## src/rtl/mem_scan_pkg.sv

```systemverilog
// Shared definitions for the memory scan controller.
//   - default geometry (DEPTH/WIDTH), fixed address width, starvation limit
//   - scan FSM state encoding
//   - read-port request bundle used between the controller and its store
package mem_scan_pkg;

    localparam int DEPTH_DEF  = 8;
    localparam int WIDTH_DEF  = 3;
    localparam int AW         = 3;
    localparam int STARVE_DEF = 2;

    typedef enum logic [1:0] {
        IDLE  = 2'd0,
        FETCH = 2'd1,
        HOLD  = 2'd2,
        DONE  = 2'd3
    } scan_state_t;

    // One shared read port; 'scan' steers the result to the scan holding
    // register instead of the random-read register.
    typedef struct packed {
        logic          en;
        logic          scan;
        logic [AW-1:0] addr;
    } rd_port_t;

endpackage

```

## src/rtl/mem_scan_store.sv

```systemverilog
// Storage array for mem_scan_ctrl.
//   clk, rst        : clock, async active-high reset (clears array and outputs)
//   wr_en/addr/data : write port, takes effect on every enabled edge
//   rd              : single read request (enable, destination, address)
//   scan_q          : registered read result for the scan engine
//   rand_q          : registered read result for the random-read port
// A read and a write to the same entry on one edge return the old value.
module mem_scan_store
    import mem_scan_pkg::*;
#(
    parameter int DEPTH = DEPTH_DEF,
    parameter int WIDTH = WIDTH_DEF
) (
    input  logic             clk,
    input  logic             rst,
    input  logic             wr_en,
    input  logic [AW-1:0]    wr_addr,
    input  logic [WIDTH-1:0] wr_data,
    input  rd_port_t         rd,
    output logic [WIDTH-1:0] scan_q,
    output logic [WIDTH-1:0] rand_q
);

    logic [WIDTH-1:0] mem [DEPTH];

    always_ff @(posedge clk or posedge rst) begin
        if (rst) begin
            for (int i = 0; i < DEPTH; i++) mem[i] <= '0;
            scan_q <= '0;
            rand_q <= '0;
        end else begin
            if (wr_en && int'(wr_addr) < DEPTH) mem[wr_addr] <= wr_data;
            // Each holding register only moves when its own client reads,
            // so a presented scan entry survives random reads and vice versa.
            if (rd.en) begin
                if (rd.scan) scan_q <= mem[rd.addr];
                else         rand_q <= mem[rd.addr];
            end
        end
    end

endmodule

```

## src/rtl/mem_scan_ctrl.sv

```systemverilog
// Memory scan controller: a small array that can be dumped entry by entry
// over a valid/ready stream while also serving random single reads.
//   clk, rst                   : clock, async active-high reset
//   wr_en, wr_addr, wr_data    : write port (always active)
//   scan_start                 : begin a dump of entries 0..DEPTH-1 (IDLE only)
//   scan_busy                  : FSM not idle
//   out_valid/ready/addr/data  : scan stream
//   scan_done                  : one-cycle pulse after the last entry is taken
//   rd_req, rd_addr            : random read request (held until acked)
//   rd_ack, rd_data            : random read response, data held between acks
module mem_scan_ctrl
    import mem_scan_pkg::*;
#(
    parameter int DEPTH        = DEPTH_DEF,
    parameter int WIDTH        = WIDTH_DEF,
    parameter int STARVE_LIMIT = STARVE_DEF
) (
    input  logic             clk,
    input  logic             rst,
    input  logic             wr_en,
    input  logic [AW-1:0]    wr_addr,
    input  logic [WIDTH-1:0] wr_data,
    input  logic             scan_start,
    output logic             scan_busy,
    output logic             out_valid,
    input  logic             out_ready,
    output logic [AW-1:0]    out_addr,
    output logic [WIDTH-1:0] out_data,
    output logic             scan_done,
    input  logic             rd_req,
    input  logic [AW-1:0]    rd_addr,
    output logic             rd_ack,
    output logic [WIDTH-1:0] rd_data
);

    localparam int SW = (STARVE_LIMIT < 1) ? 1 : $clog2(STARVE_LIMIT + 1);
    localparam logic [AW-1:0] LAST = AW'(DEPTH - 1);
    localparam logic [SW-1:0] SLIM = SW'(STARVE_LIMIT);

    scan_state_t   state;
    logic [AW-1:0] ptr;
    logic [SW-1:0] starve_cnt;
    logic          in_fetch, scan_gnt, rd_gnt;
    rd_port_t      rd;

    // Random reads win by default; once they have starved the scan
    // STARVE_LIMIT times in a row, the waiting scan takes the port.
    assign in_fetch = (state == FETCH);
    assign scan_gnt = in_fetch && (!rd_req || starve_cnt == SLIM);
    assign rd_gnt   = rd_req && !scan_gnt;

    always_comb begin
        rd      = '0;
        rd.en   = scan_gnt | rd_gnt;
        rd.scan = scan_gnt;
        rd.addr = scan_gnt ? ptr : rd_addr;
    end

    mem_scan_store #(
        .DEPTH (DEPTH),
        .WIDTH (WIDTH)
    ) u_store (
        .clk     (clk),
        .rst     (rst),
        .wr_en   (wr_en),
        .wr_addr (wr_addr),
        .wr_data (wr_data),
        .rd      (rd),
        .scan_q  (out_data),
        .rand_q  (rd_data)
    );

    always_ff @(posedge clk or posedge rst) begin
        if (rst) begin
            state      <= IDLE;
            ptr        <= '0;
            starve_cnt <= '0;
            out_addr   <= '0;
            out_valid  <= 1'b0;
            scan_done  <= 1'b0;
            scan_busy  <= 1'b0;
            rd_ack     <= 1'b0;
        end else begin
            rd_ack <= rd_gnt;

            // Starvation only accrues while the scan is actually waiting.
            if (scan_gnt)
                starve_cnt <= '0;
            else if (in_fetch && rd_gnt)
                starve_cnt <= starve_cnt + SW'(1);

            case (state)
                IDLE: begin
                    if (scan_start) begin
                        ptr       <= '0;
                        scan_busy <= 1'b1;
                        state     <= FETCH;
                    end
                end
                FETCH: begin
                    if (scan_gnt) begin
                        out_addr  <= ptr;
                        out_valid <= 1'b1;
                        state     <= HOLD;
                    end
                end
                HOLD: begin
                    if (out_ready) begin
                        out_valid <= 1'b0;
                        if (ptr == LAST) begin
                            scan_done <= 1'b1;
                            state     <= DONE;
                        end else begin
                            ptr   <= ptr + AW'(1);
                            state <= FETCH;
                        end
                    end
                end
                DONE: begin
                    scan_done <= 1'b0;
                    scan_busy <= 1'b0;
                    state     <= IDLE;
                end
                default: state <= IDLE;
            endcase
        end
    end

endmodule
```

## config.mk

```make
export PLATFORM = sky130hd
export DESIGN_NAME = mem_scan_ctrl
export DESIGN_NICKNAME = d
export VERILOG_FILES = /design/src/rtl/mem_scan_pkg.sv /design/src/rtl/mem_scan_store.sv /design/src/rtl/mem_scan_ctrl.sv
export SDC_FILE = /design/constraint.sdc
export NUM_CORES = 1
export LEC_CHECK = 0
export CAP_MARGIN = 0
export CORE_MARGIN = 10
export CORE_UTILIZATION = 52
export CTS_BUF_LIST = sky130_fd_sc_hd__clkbuf_8
export DETAILED_ROUTE_END_ITERATION = 8
export GPL_TIMING_DRIVEN = 1
export PLACE_DENSITY = 0.78
export SLEW_MARGIN = 20
export SYNTH_ARGS = -nofsm -noshare
export SYNTH_HDL_FRONTEND = slang
export SYNTH_SLANG_ARGS = --single-unit
```

## constraint.sdc

```tcl
create_clock -name clk -period 2.12 [get_ports clk]
set_clock_uncertainty 0.15 [all_clocks]
set_input_delay 0.212 -clock clk [delete_from_list [all_inputs] [get_ports clk]]
set_output_delay 0.212 -clock clk [all_outputs]
set_load 0.03 [all_outputs]
```

==> results.py, run 1 <==
metrics = {
    "pwr": {
        "power_leakage_nw": 1.34,
        "ir_drop_uv": 524,
        "cellPowerDensity_nw_per_um2": 1140,
    },
    "status": {
        "violations": "negative setup slack",
        "status": "finished, violations left",
    },
    "global_route": {
        "grt_max_degree": 45,
        "grt_usage": 0.146,
        "overflow": 0,
        "antenna_found_initial": 0,
        "grt_pass1_vias": 1881,
        "grt_pass1_wl_mm": 8.85,
    },
    "timing": {
        "setup_violations": 3,
        "period_share": 1.02,
        "min_period_ps": 2170,
        "fin_setup_tns_ps": -90.5,
        "rsz0062_at_grt": "yes",
        "fin_ws_ps": -45.6,
        "maxSlewHeadroom": 0.679,
        "max_freq_mhz": 462,
        "finalHoldViolCount": 0,
        "slew_viol_final": 0,
        "worstMarginPinSlew_ps": 478,
    },
    "place": {
        "place_ws_ps": -293,
        "place_area_sq_um": 2840,
        "hpwlAfterDp_mm": 3.87,
        "place_congestion": 0.806,
        "placement.io_buffers": 27,
    },
    "detailed_routing": {
        "dr_total_vias": 1791,
        "via_per_inst": 5.63,
        "finalWirelength_mm": 5.23,
        "wl_met1_mm": 2.41,
        "drt_first_pass_iters": 4,
        "route.met2.wl_mm": 2.49,
        "dr.max_layer_used": "met4",
        "drc_errors": 0,
        "drtIter0Drc": 71,
        "wl_per_cell_um": 16.4,
        "wl_met3_um": 251,
        "drtAntennaViolNets": 0,
    },
    "die": {
        "initial_utilization": 0.535,
        "die_area_sq_um": 7560,
        "die_h_um": 87.0,
        "io_pins": 28,
        "die-width_um": 87.0,
        "core_sq_um": 4350,
        "placementRows": 24,
    },
    "synthesis": {
        "synth-seq-cells": 44,
        "yosys.area.top_type": "dfrtp_1",
        "yosys_warnings": 0,
        "synth_area_leaders": "dfrtp_1, mux2_2, mux2i_1",
        "synth_cells": 213,
        "ys_seq_area_frac": 0.472,
        "synth_edf_count": 0,
        "syn_area_per_cell_sq_um": 10.9,
        "synth_top_area_frac": 0.472,
        "yosys.cell_types.count": 39,
        "syn_area_sq_um": 2330,
        "syn_nets": 231,
        "synth_flop_cell": "dfrtp_1",
        "async_reset_ff_frac": 1.00,
    },
    "cells_and_area": {
        "final_cell_mix": "dfrtp_1, clkdlybuf4s50_1, mux2_2",
        "layout_commonest_cell": "dfrtp_1",
        "n_antenna_cell": 0,
        "fill_cells": 340,
        "layout.nets": 283,
        "drive_gt1_frac": 0.305,
        "area_delta_synth_final_pct": 30.8,
        "fin_area_sq_um": 3050,
        "final_core_util": 0.700,
    },
    "cts": {
        "cts_buffer_depth": 2,
        "cts_tree": "done",
        "cts-root-buf": "clkbuf_8",
        "cts.sinks": 44,
        "htreeDepth": 2,
        "clkSlewWorstSetupHoldPaths_ps": 80,
        "cts_inserted_buffers": 5,
        "cts_hold_buf": 0,
        "clk_latency_ps": 300,
    },
    "critical_path": {
        "setup.worst_path.end_class": "flip-flop",
        "crit_type": "reg -> reg",
        "critPathMaxFanout": 5,
        "start_kind": "flip-flop",
        "critPathArrivalTime_ps": 2250,
        "r2r_start": "starve_cnt[1]$_DFFE_PP0P_",
        "required_ps": 2200,
        "startpoint": "starve_cnt[1]$_DFFE_PP0P_",
    },
    "hold_path": {
        "hp-class": "in -> async",
    },
    "job": {
        "max_cap_violations": 0,
    },
}
==> cell type report <==
type / count / area (sq um) / share of cell area
Clock buffer: 6 / 82.6 / 0.0271
Multi-Input combinational cell: 151 / 1220 / 0.400
Timing Repair Buffer: 56 / 541 / 0.177
Tap cell: 52 / 65.1 / 0.0213
Clock inverter: 2 / 11.3 / 0.00369
Inverter: 7 / 26.3 / 0.00862
Sequential cell: 44 / 1100 / 0.362
==> cell usage after synthesis, types with 5 or more instances <==
library cell and instances:
inv_1 7, nand2_1 19, a211oi_1 6, nand2b_1 16, o21ai_0 12, dfrtp_1 44
a311oi_1 5, a21oi_1 11, nor2_1 6, mux2i_1 12, clkbuf_1 7, mux2_2 26
==> layer usage <==
metal | global-route usage | vias up
li1 | - | 874
met1 | 0.179 | 870
met2 | 0.239 | 39
met3 | 0.0459 | 8
met4 | 0.0442 | 0
met5 | 0 | -
==> power by group <==
part / switching [mW] / internal [mW] / leakage, nW
Sequential: 0.191 / 1.08 / 0.542
Combinational: 0.824 / 0.858 / 0.753
Clock: 0.279 / 0.260 / 0.0486
==> worst max-delay path: stages (launching register included) <==
cell,delay (ps)
dfrtp_1,400
ha_2,190
nand2b_4,150
nand2_4,90
mux2i_4,330
mux2i_1,170
mux4_2,480
o21ai_2,140
==> repair_timing <==
action | 4_1_cts | 5_1_grt
gates resized for setup | 14 | 7
buffers inserted | 2 | 1
endpoints found under the setup margin | 5 | 8
pin swaps | 3 | 3
==> sequential cells by signal, summed over array words and instances (netlist names) <==
register,count
out_addr,3
out_valid,1
ptr,3
rd_ack,1
scan_busy,1
scan_done,1
starve_cnt,2
state,2
u_store.mem,24
u_store.rand_q,3
u_store.scan_q,3
==> kinds of logic after synthesis <==
family / count (synthesis) / share of synthesized area
flip-flops: 44 / 0.472
AND/OR/NAND/NOR: 62 / 0.145
adder cells (fa/ha/maj): 3 / 0.0161
AO/OA/AOI/OAI: 45 / 0.125
multiplexers: 41 / 0.208
buffers and inverters: 18 / 0.0333
==> metrics by stage <==
| stage | cells | total power, mW | hold WS [ps] |
|---|---|---|---|
| 5_1_grt | 318 | 3.72 | 141 |
| 6_report | 318 | 3.49 | 105 |
| 4_1_cts | 317 | 3.45 | 115 |
| 3_5_place_dp | 307 | 2.80 | 330 |
| 2_1_floorplan | 213 | 2.21 | 209 |
| 3_3_place_gp | 307 | 2.76 | 313 |
==> path summary, 6_finish.rpt <==
check | end | slack [ps] | depth (start not counted)
hold / removal | ptr[2]$_DFFE_PP0P_ | 110 | 3
setup reg to reg | u_store.scan_q[1]$_DFFE_PP0P_ | -50 | 7
setup / recovery | u_store.scan_q[1]$_DFFE_PP0P_ | -50 | 7
max in group asynchronous | ptr[0]$_DFFE_PP0P_ | 1500 | 3
hold reg to reg | u_store.scan_q[1]$_DFFE_PP0P_ | 350 | 2
min in group clk | u_store.scan_q[1]$_DFFE_PP0P_ | 350 | 2
Power figures use the tool's default switching activity.
==> inputs of run 2 (changes only) <==
- CTS_CLUSTER_DIAMETER: not set -> 120
- HOLD_SLACK_MARGIN: not set -> 0.03
- MAX_ROUTING_LAYER: not set -> met4
==> results.py, run 2 (synthesis gave the netlist of run 1 again) <==
metrics = {
    "status": {
        "status": "finished, violations left",
        "violations": "negative setup slack",
    },
    "critical_path": {
        "slowest_delay_ps": 480,
        "critPathMaxFanout": 5,
        "crit_chain": "ha_2 > nand2b_4 > nand2_4 > mux2i_4 > mux2i_1 > mux4_2 > o21ai_2",
        "required_ps": 2200,
        "crit_family": "multiplexers",
        "setup.worst_path.end_class": "flip-flop",
        "reg2reg_to": "u_store.scan_q[1]$_DFFE_PP0P_",
        "r2r_start": "starve_cnt[1]$_DFFE_PP0P_",
        "slowest_stage": "mux4_2",
        "ff2ff_path_depth": 7,
        "cp.buffers_inverters": 0,
        "crit_type": "reg -> reg",
        "critPathArrivalTime_ps": 2230,
        "r2r_slack_ps": -30,
        "start_kind": "flip-flop",
    },
    "hold_path": {
        "hp-class": "in -> async",
    },
    "detailed_routing": {
        "finalWirelength_mm": 5.21,
        "drtIter0Drc": 79,
        "dr_total_vias": 1801,
        "drt_first_pass_iters": 4,
        "via_per_inst": 5.66,
        "wl_per_cell_um": 16.4,
        "drtAntennaViolNets": 0,
        "drc_errors": 0,
    },
    "timing": {
        "period_share": 1.02,
        "rsz0062_at_grt": "yes",
        "setup_violations": 3,
        "maxSlewHeadroom": 0.679,
        "finalHoldViolCount": 0,
        "min_period_ps": 2150,
        "max_freq_mhz": 465,
        "fin_setup_tns_ps": -71.1,
        "slew_viol_final": 0,
        "worstMarginPinSlew_ps": 477,
        "fin_ws_ps": -32.3,
    },
    "cts": {
        "cts_buffer_depth": 2,
        "htreeDepth": 2,
        "cts_tree": "done",
        "cts_inserted_buffers": 5,
        "clkSlewWorstSetupHoldPaths_ps": 80,
        "cts.sinks": 44,
        "cts-root-buf": "clkbuf_8",
        "clk_latency_ps": 300,
    },
    "job": {
        "max_cap_violations": 0,
    },
    "cells_and_area": {
        "top_register": "u_store.mem",
        "layout.nets": 283,
        "drive_gt1_frac": 0.305,
        "fill_cells": 340,
        "n_antenna_cell": 0,
        "area_delta_synth_final_pct": 30.8,
        "final_cell_mix": "dfrtp_1, clkdlybuf4s50_1, mux2_2",
        "largest_reg_flops": 24,
        "layout_commonest_cell": "dfrtp_1",
    },
    "pwr": {
        "p_clk_frac": 0.155,
        "power_leakage_nw": 1.34,
        "internal_power_mw": 2.19,
        "combPwrFrac": 0.482,
        "power.share.switching": 0.371,
        "p_switching_mw": 1.29,
        "p_total_mw": 3.49,
        "power.share.sequential": 0.363,
        "ir_drop_uv": 522,
        "cellPowerDensity_nw_per_um2": 1140,
    },
    "place": {
        "hpwlAfterDp_mm": 3.87,
        "placement.io_buffers": 27,
        "place_congestion": 0.818,
    },
    "global_route": {
        "overflow": 0,
        "grt_max_degree": 45,
        "grt_pass1_wl_mm": 8.85,
        "grt_pass1_vias": 1878,
        "antenna_found_initial": 0,
        "grt_usage": 0.150,
    },
    "die": {
        "initial_utilization": 0.535,
        "die-width_um": 87.0,
        "io_pins": 28,
        "core_sq_um": 4350,
        "die_h_um": 87.0,
        "placementRows": 24,
        "die_area_sq_um": 7560,
    },
}
[run 2: cell counts in the layout (fill, tap and decap cells not counted)]
No cell type changed its count.
[run 2: final cells by class]
| cell class | count | area [sq um] | share of cell area |
|---|---|---|---|
| clock buffers | 6 | 82.6 | 0.0271 |
| clock inverters | 2 | 11.3 | 0.00369 |
| inverters | 7 | 26.3 | 0.00862 |
| multi-input cells | 151 | 1220 | 0.400 |
| flip-flops and latches | 44 | 1100 | 0.362 |
| well taps | 52 | 65.1 | 0.0213 |
| repair buffers | 56 | 541 | 0.177 |
[run 2: what timing repair did]
item,CTS,global route
pin swaps,3,3
setup buffers,2,1
resized for setup,14,7
hold buffers,0,0
setup endpoints to repair,5,8
hold endpoints to repair,0,0
[run 2: worst max path at each step]
stage                     depth (start not counted)                             to                 startpoint  slack [ps]
after floorplan                                   9  u_store.scan_q[2]$_DFFE_PP0P_  starve_cnt[0]$_DFFE_PP0P_         -80
after CTS                                         7  u_store.scan_q[1]$_DFFE_PP0P_  starve_cnt[1]$_DFFE_PP0P_         -40
final                                             7  u_store.scan_q[1]$_DFFE_PP0P_  starve_cnt[1]$_DFFE_PP0P_         -30
after global routing                              9  u_store.rand_q[0]$_DFFE_PP0P_  starve_cnt[1]$_DFFE_PP0P_        -120
after detailed placement                          9  u_store.rand_q[0]$_DFFE_PP0P_                     rd_req        -290
after global placement                            9  u_store.rand_q[0]$_DFFE_PP0P_                     rd_req        -200
[run 2: worst min-delay path, stage by stage]
cell             delay [ps]
clkdlybuf4s50_1         400
clkinv_1                 70
buf_12                  240
[run 2: per-layer routing]
metal / GRT usage / vias up / part of all wire / wire length, um
met3: 0.0449 / 7 / 0.050 / 263
met4: 0.0442 / 0 / 0.015 / 79
met1: 0.179 / 878 / 0.46 / 2380
li1: - / 875 / - / -
met5: - / - / 0 / 0
met2: 0.239 / 41 / 0.48 / 2490
[run 2: stage by stage]
stage	std cells	cell area [sq um]	worst slack (ps)	hold WS, ps	util
finish	318	3050	-32.3	105	0.700
global route	318	3050	-122	141	0.700
CTS	317	3010	-41.9	115	0.692
detailed placement	307	2840	-293	330	0.653
global placement	307	2840	-198	313	0.653
floorplan	213	2340	-79.9	209	-
[run 2: power by group through the flow]
stage          combinational, mW  sequential (mW)  clock (mW)
5_1_grt                     1.83             1.30       0.592
3_5_place_dp                1.52             1.28           0
2_1_floorplan              0.823             1.39           0
4_1_cts                     1.64             1.27       0.551
3_3_place_gp                1.49             1.27           0
6_report                    1.68             1.27       0.539
